### src/rtl/data_mem_resp.sv
// Data-memory responder for the 16-bit CPU: captures one MemRead/MemWrite request,
// waits WAIT_CYCLES, then completes it with a one-cycle ack (err on rejection).
module data_mem_resp #(
    parameter int ADDR_W      = 8,
    parameter int DATA_W      = 16,
    parameter int WAIT_CYCLES = 2
) (
    input  logic              clk,
    input  logic              rst_n,
    input  logic              MemRead,
    input  logic              MemWrite,
    input  logic [15:0]       addr,
    input  logic [DATA_W-1:0] wdata,
    output logic [DATA_W-1:0] rdata,
    output logic              busy,
    output logic              ack,
    output logic              err
);

    localparam int DEPTH = 1 << ADDR_W;

    typedef enum logic [1:0] {
        S_IDLE,
        S_WAIT,
        S_DONE
    } state_t;

    state_t              r_state;
    logic [3:0]          r_cnt;
    logic [ADDR_W-1:0]   r_addr;
    logic [DATA_W-1:0]   r_wdata;
    logic                r_is_wr;
    logic                r_reject;
    logic [DATA_W-1:0]   r_rdata;
    logic                r_busy;
    logic                r_ack;
    logic                r_err;
    logic [DATA_W-1:0]   r_mem [DEPTH];

    logic w_req;
    logic w_out_of_range;
    logic w_finish;
    logic w_commit;

    assign w_req          = MemRead | MemWrite;
    assign w_out_of_range = |addr[15:ADDR_W];
    assign w_finish       = (r_state == S_WAIT) && (r_cnt == 4'd0);
    // The write lands on the same edge that raises ack, so a following read sees it.
    assign w_commit       = w_finish && r_is_wr && !r_reject;

    // Storage has no reset; an aborted op never reaches w_commit because reset forces IDLE.
    always_ff @(posedge clk) begin
        if (w_commit) begin
            r_mem[r_addr] <= r_wdata;
        end
    end

    always_ff @(posedge clk or negedge rst_n) begin
        if (!rst_n) begin
            r_state  <= S_IDLE;
            r_cnt    <= 4'd0;
            r_addr   <= '0;
            r_wdata  <= '0;
            r_is_wr  <= 1'b0;
            r_reject <= 1'b0;
            r_rdata  <= '0;
            r_busy   <= 1'b0;
            r_ack    <= 1'b0;
            r_err    <= 1'b0;
        end else begin
            case (r_state)
                S_IDLE: begin
                    r_ack <= 1'b0;
                    r_err <= 1'b0;
                    if (w_req) begin
                        r_addr   <= addr[ADDR_W-1:0];
                        r_wdata  <= wdata;
                        r_is_wr  <= MemWrite;
                        r_reject <= (MemRead & MemWrite) | w_out_of_range;
                        r_cnt    <= 4'(WAIT_CYCLES);
                        r_busy   <= 1'b1;
                        r_state  <= S_WAIT;
                    end
                end
                S_WAIT: begin
                    if (r_cnt != 4'd0) begin
                        r_cnt <= r_cnt - 4'd1;
                    end else begin
                        r_state <= S_DONE;
                        r_busy  <= 1'b0;
                        r_ack   <= 1'b1;
                        r_err   <= r_reject;
                        if (!r_reject && !r_is_wr) begin
                            r_rdata <= r_mem[r_addr];
                        end
                    end
                end
                S_DONE: begin
                    r_ack   <= 1'b0;
                    r_err   <= 1'b0;
                    r_state <= S_IDLE;
                end
                default: begin
                    r_state <= S_IDLE;
                    r_busy  <= 1'b0;
                    r_ack   <= 1'b0;
                    r_err   <= 1'b0;
                end
            endcase
        end
    end

    assign rdata = r_rdata;
    assign busy  = r_busy;
    assign ack   = r_ack;
    assign err   = r_err;

endmodule
### config.mk
export PLATFORM = sky130hd
export DESIGN_NAME = data_mem_resp
export DESIGN_NICKNAME = d
export VERILOG_FILES = /design/src/rtl/data_mem_resp.sv
export SDC_FILE = /design/constraint.sdc
export NUM_CORES = 2
export LEC_CHECK = 0
export CAP_MARGIN = 20
export CORE_MARGIN = 5
export CORE_UTILIZATION = 50
export DETAILED_ROUTE_END_ITERATION = 16
export PLACE_DENSITY = 0.65
export SETUP_SLACK_MARGIN = 0.4
export SYNTH_ARGS = -nofsm -noshare
export SYNTH_HDL_FRONTEND = slang
export SYNTH_SLANG_ARGS = --single-unit
### constraint.sdc
create_clock -name clk -period 8.7 [get_ports clk]
set_input_delay 2.175 -clock clk [delete_from_list [all_inputs] [get_ports clk]]
set_output_delay 2.175 -clock clk [all_outputs]
set_load 0.05 [all_outputs]
## After elaboration in Yosys (flattened, before gate mapping)

Memories as Yosys holds them, arrays and structs flattened. A register that Yosys moved wholly into a read port is not among the register bits.
Index checks and enable logic that the tools add are counted.

- Output and inout bits: 19
- Bits in writable memories: 4096
- Memories kept: 1
- Input bits: 36
- Logic and storage cells: 53
- Flip-flop bits (word level): 35

Memories:

| name | depth | bits a word | read ports | clocked after memory_dff | wr ports | line | RTL |
|---|---|---|---|---|---|---|---|
| r_mem | 256 | 16 | 1 | 1 | 1 | 38 | `logic [DATA_W-1:0] r_mem [DEPTH];` |

- Add/subtract/negate cells: 1
- Reduce and logical (&&, ||, !) cells: 17
- Equality and inequality tests: 5
- Bitwise gates (word level): 5
- Muxes and demuxes: 15

Operators by type and width:

| kind | number |
|---|---|
| $reduce_and 3->1 | 3 |
| $mux 1 | 8 |
| $mux 4 | 2 |
| $pmux 4 s2 | 1 |
| $reduce_or 8->1 | 1 |
| $logic_and 1x1->1 | 4 |
| $logic_not 4->1 | 1 |
| $mux 2 | 2 |
| $ne 2x2->1 const B | 2 |
| $pmux 2 s2 | 1 |
| $reduce_and 2->1 | 2 |
| $reduce_bool 4->1 | 1 |
| $sub 4x1->4 const B | 1 |
| $logic_not 1->1 | 3 |
| $pmux 1 s3 | 1 |
| $eq 2x1->1 const B | 1 |
| $eq 2x2->1 const B | 1 |
| $logic_not 2->1 | 1 |
| $ne 2x1->1 const B | 1 |
| $not 1->1 | 2 |
| $or 1x1->1 | 2 |
| $reduce_bool 2->1 | 1 |
| $and 1x1->1 | 1 |

## Longest topological paths before layout

- Depth in word-level cells: 6
- Gate-level depth with buffers: 13
- Mapped depth without buffers: 9

## Worst setup path before layout

No wires, ideal clock.

- Kind: flip-flop to flip-flop
- Start point: register r_wdata[0]
- End point: memory r_mem[0][0] (data pin)
- Required time: 7896 ps
- Stages on the path, launching flop included: 1
- Setup time: 804 ps
- Clock period less this slack: 3987 ps
- Slack: 4713 ps
- Path buffers: 0
- Data arrival time: 3183 ps
- Cells stage by stage: dfrtp_1

RTL lines:

| item | line | RTL |
|---|---|---|
| from (decl) | 31 | `logic [DATA_W-1:0] r_wdata;` |
| from (signal assigned) | 77 | `r_wdata <= wdata;` |
| to (decl) | 38 |  |

Straight into the memory's write port.

==> run_results.csv <==
group,metric,value,unit
timing,grt_setup_unrepaired,"false",
timing,slew_viol_final,64,
clock_network,cts.htree.levels,5,
global_routing,gr-total-overflow,0,
critical_path,timing.rr.start,"r_addr[3]$_DFFE_PN0P_",
timing,clock_skew,0.0500,ns
placement,hpwl,266,mm
cells_and_area,drive_gt1_frac,0.230,
run,cap_violations,0,
critical_path,crit_fanout,113,
timing,period_share,0.622,
cells_and_area,area_growth,12.6,%
placement,portBuffers,54,
cells_and_area,final_nets,7958,
floorplanning,die_h,574,µm
power,p_leak,0.0562,µW
detailed_routing,ant_nets,0,
cells_and_area,design_area,179000,µm²
timing,slew_headroom,-0.103,
floorplanning,io_pins,55,
detailed_routing,post_drt_wl_per_cell,35.7,µm
clock_network,cts_buffers,411,
critical_path,critPathBufInv,3,
global_routing,grt_max_degree,202,
floorplanning,die_x,574,µm
critical_path,crit_path_frequent_cell,"buf_4",
placement,dpl-instance-area,166000,µm²
clock_network,cts_sinks,4147,
detailed_routing,via_count,81900,
global_routing,antenna_found_initial,21,
critical_path,required,9.54,ns
critical_path,cp_cell_sequence,"buf_12 -> buf_4 -> nand2b_1 -> buf_4 -> nor2_1 -> a22oi_1 -> nand2_1 -> nor3_1 -> nand3_1 -> o22a_1",
synth,yosys.cell_types.count,69,
timing,finalSetupViolCount,0,
timing,clock.fmax,185,MHz
synth,synth_cells,7501,
critical_path,worst_path_max_delay_cell,"nor3_1",
critical_path,critical_path.endpoint,"rdata[4]$_DFFE_PN0P_",
synth,avgSynthCellArea,21.2,µm²
critical_path,cp.depth,10,
critical_path,startpoint,"r_addr[3]$_DFFE_PN0P_",
timing,fin_tns_setup,0,ns
critical_path,cp-start-kind,"flop",
cells_and_area,register_area,124000,µm²
cells_and_area,multi_input_area,32600,µm²
synth,ys_async_sr_fraction,0.0123,
timing,worstMarginPinSlew,1.65,ns
synth,synth-seq-cells,4147,
run_status,status,"finished, violations left",
worst_hold_path,min_path_type,"flop to flop",
detailed_routing,drtPass1Iterations,6,
global_routing,grt_pass1_wl,621,mm
detailed_routing,drc,0,
power,ir_worst_vdd,310,µV
clock_network,path_clk_slew,0.06,ns
global_routing,grtUsageTotal,0.265,
cells_and_area,num-fill-cells,23100,
clock_network,cts_resized,0,
critical_path,ff2ff_path_depth,10,
detailed_routing,vias_per_cell,6.58,
cells_and_area,final_common_cell,"edfxtp_1",
synth,synth_edf_count,4096,
global_routing,grt_pass1_vias,79200,
run_status,violations,"slew limit",
clock_network,cts_buffer_depth,4,
synth,synth_area,159000,µm²
critical_path,r2r_end,"rdata[4]$_DFFE_PN0P_",
synth,ys.flop_type,"edfxtp_1",
critical_path,worstPathArrival,6.24,ns
critical_path,critical_path.max_stage_delay,0.79,ns
clock_network,cts_hold_buf,0,
critical_path,rrSetupSlack,3.29,ns
critical_path,endpoint_kind,"flop",
clock_network,cts-root-buf,"clkbuf_16",
floorplanning,start_util,0.501,
floorplanning,die_area,329000,µm²
synth,synth_warnings,0,
floorplanning,coreArea,317000,µm²
synth,syn_nets,7538,
critical_path,criticalPathCategory,"flop to flop",
critical_path,crit_family,"simple AND/OR/NAND/NOR gates",
power,powerDensity,333,nW/µm²
cells_and_area,final_cell_mix,"4096 x edfxtp_1, 812 x mux4_2, 490 x mux2i_1, 415 x clkbuf_16, 346 x buf_4",
detailed_routing,dr.first_iter.drc_count,12100,
detailed_routing,wl,444,mm
synth,ys_seq_area_frac,0.782,
placement,gp_congestion,0.887,
placement,pre_cts_slack,3.17,ns
timing,period_minus_slack,5.41,ns
timing,setup_slack,3.29,ns
clock_network,clk_latency,0.96,ns
timing,hold_viol_final,0,
floorplanning,rows,207,
clock_network,post_cts_buffers,0,
clock_network,cts_tree,"done",
where the power goes:
part           total (µW)  switching, µW  internal, µW
Sequential          25700            839         24900
Clock               17200           7520          9650
Combinational       16700          11400          5320
per-layer routing:
layer / part of all wire / GRT usage / up-vias
li1: - / - / 32300
met1: 0.38 / 0.375 / 43500
met2: 0.45 / 0.393 / 5342
met3: 0.12 / 0.0728 / 763
met4: 0.046 / 0.110 / 14
met5: 0.00018 / 0 / -
flip-flops by register name, indices dropped and copies added, names as in the netlist:
name,flops
r_mem,4096
r_wdata,16
rdata,16
r_addr,8
r_cnt,4
r_state,2
ack,1
busy,1
err,1
r_is_wr,1
r_reject,1
final cells by class:
| class | count | share of cell area |
|---|---|---|
| sequential | 4147 | 0.695 |
| tap | 4180 | 0.0292 |
| clock inverter | 249 | 0.0122 |
| multi-input combinational | 2911 | 0.182 |
| clock buffer | 506 | 0.0602 |
| inverter | 8 | 0.000203 |
| antenna | 9 | 0.000126 |
| timing repair buffer | 442 | 0.0212 |
cell families after synthesis:
logic type,after synthesis,share of synthesized area
AO/OA/AOI/OAI,740,0.0323
XOR/XNOR,2,0.000110
adder cells (fa/ha/maj),1,0.0000788
buffers and inverters,443,0.0146
flip-flops,4147,0.782
multiplexers,1308,0.146
AND/OR/NAND/NOR,860,0.0241
Yosys cell counts (all sizes together) (3+ instances only):
| cell type | count | area share |
|---|---|---|
| a32o | 8 | 0.00050 |
| nand2b | 10 | 0.00039 |
| mux2i | 490 | 0.031 |
| a22oi | 168 | 0.0079 |
| edfxtp | 4096 | 0.77 |
| nand4b | 5 | 0.00028 |
| or4 | 14 | 0.00066 |
| a22o | 7 | 0.00039 |
| mux4 | 812 | 0.12 |
| nand4 | 12 | 0.00047 |
| a221oi | 43 | 0.0024 |
| o22a | 21 | 0.0012 |
| nor4 | 40 | 0.0017 |
| a211oi | 10 | 0.00047 |
| o221ai | 18 | 0.00099 |
| nand4bb | 7 | 0.00050 |
| and3 | 16 | 0.00063 |
| and2 | 5 | 0.00020 |
| nor2b | 11 | 0.00043 |
| a31oi | 34 | 0.0013 |
| dfrtp | 51 | 0.0080 |
| a32oi | 32 | 0.0018 |
| a2111oi | 5 | 0.00028 |
| or4b | 3 | 0.00019 |
| o2111ai | 11 | 0.00061 |
| o211a | 6 | 0.00038 |
| nand3 | 76 | 0.0024 |
| nor3 | 24 | 0.00076 |
| clkbuf | 131 | 0.0031 |
| or3 | 4 | 0.00016 |
| nand2 | 270 | 0.0064 |
| o21ai | 59 | 0.0019 |
| nor2 | 349 | 0.0082 |
| o211ai | 10 | 0.00047 |
| o22ai | 226 | 0.0089 |
| mux2 | 6 | 0.00043 |
| inv | 8 | 0.00019 |
| a21oi | 69 | 0.0022 |
| buf | 304 | 0.011 |
worst min path at each step:
stage	from	end	slack, ns	cells past startpoint
4_1_cts	busy$_DFFE_PN0P_	busy$_DFFE_PN0P_	0.49	2
2_1_floorplan	r_cnt[0]$_DFFE_PN0P_	r_cnt[0]$_DFFE_PN0P_	0.48	1
5_1_grt	busy$_DFFE_PN0P_	busy$_DFFE_PN0P_	0.53	2
3_5_place_dp	busy$_DFFE_PN0P_	busy$_DFFE_PN0P_	0.48	2
6_report	busy$_DFFE_PN0P_	busy$_DFFE_PN0P_	0.49	2
3_3_place_gp	busy$_DFFE_PN0P_	busy$_DFFE_PN0P_	0.46	2
worst reg2reg max path: stages (launching register included):
cell and delay (ns):
dfrtp_4 0.70, buf_12 0.47, buf_4 1.06, nand2b_1 0.44, buf_4 0.39, nor2_1 0.25, a22oi_1 0.36, nand2_1 0.10
nor3_1 0.79, nand3_1 0.44, o22a_1 0.30
metrics by stage:
step / utilization / std cells / hold WS [ns] / total power [µW]
floorplan: - / 7501 / 0.484 / 36100
global placement: 0.522 / 11700 / 0.457 / 42200
detailed placement: 0.523 / 11700 / 0.479 / 42500
CTS: 0.564 / 12400 / 0.494 / 59500
global route: 0.564 / 12400 / 0.528 / 61200
finish: 0.564 / 12500 / 0.489 / 59600
No activity file was read; power rests on OpenSTA's default activity.
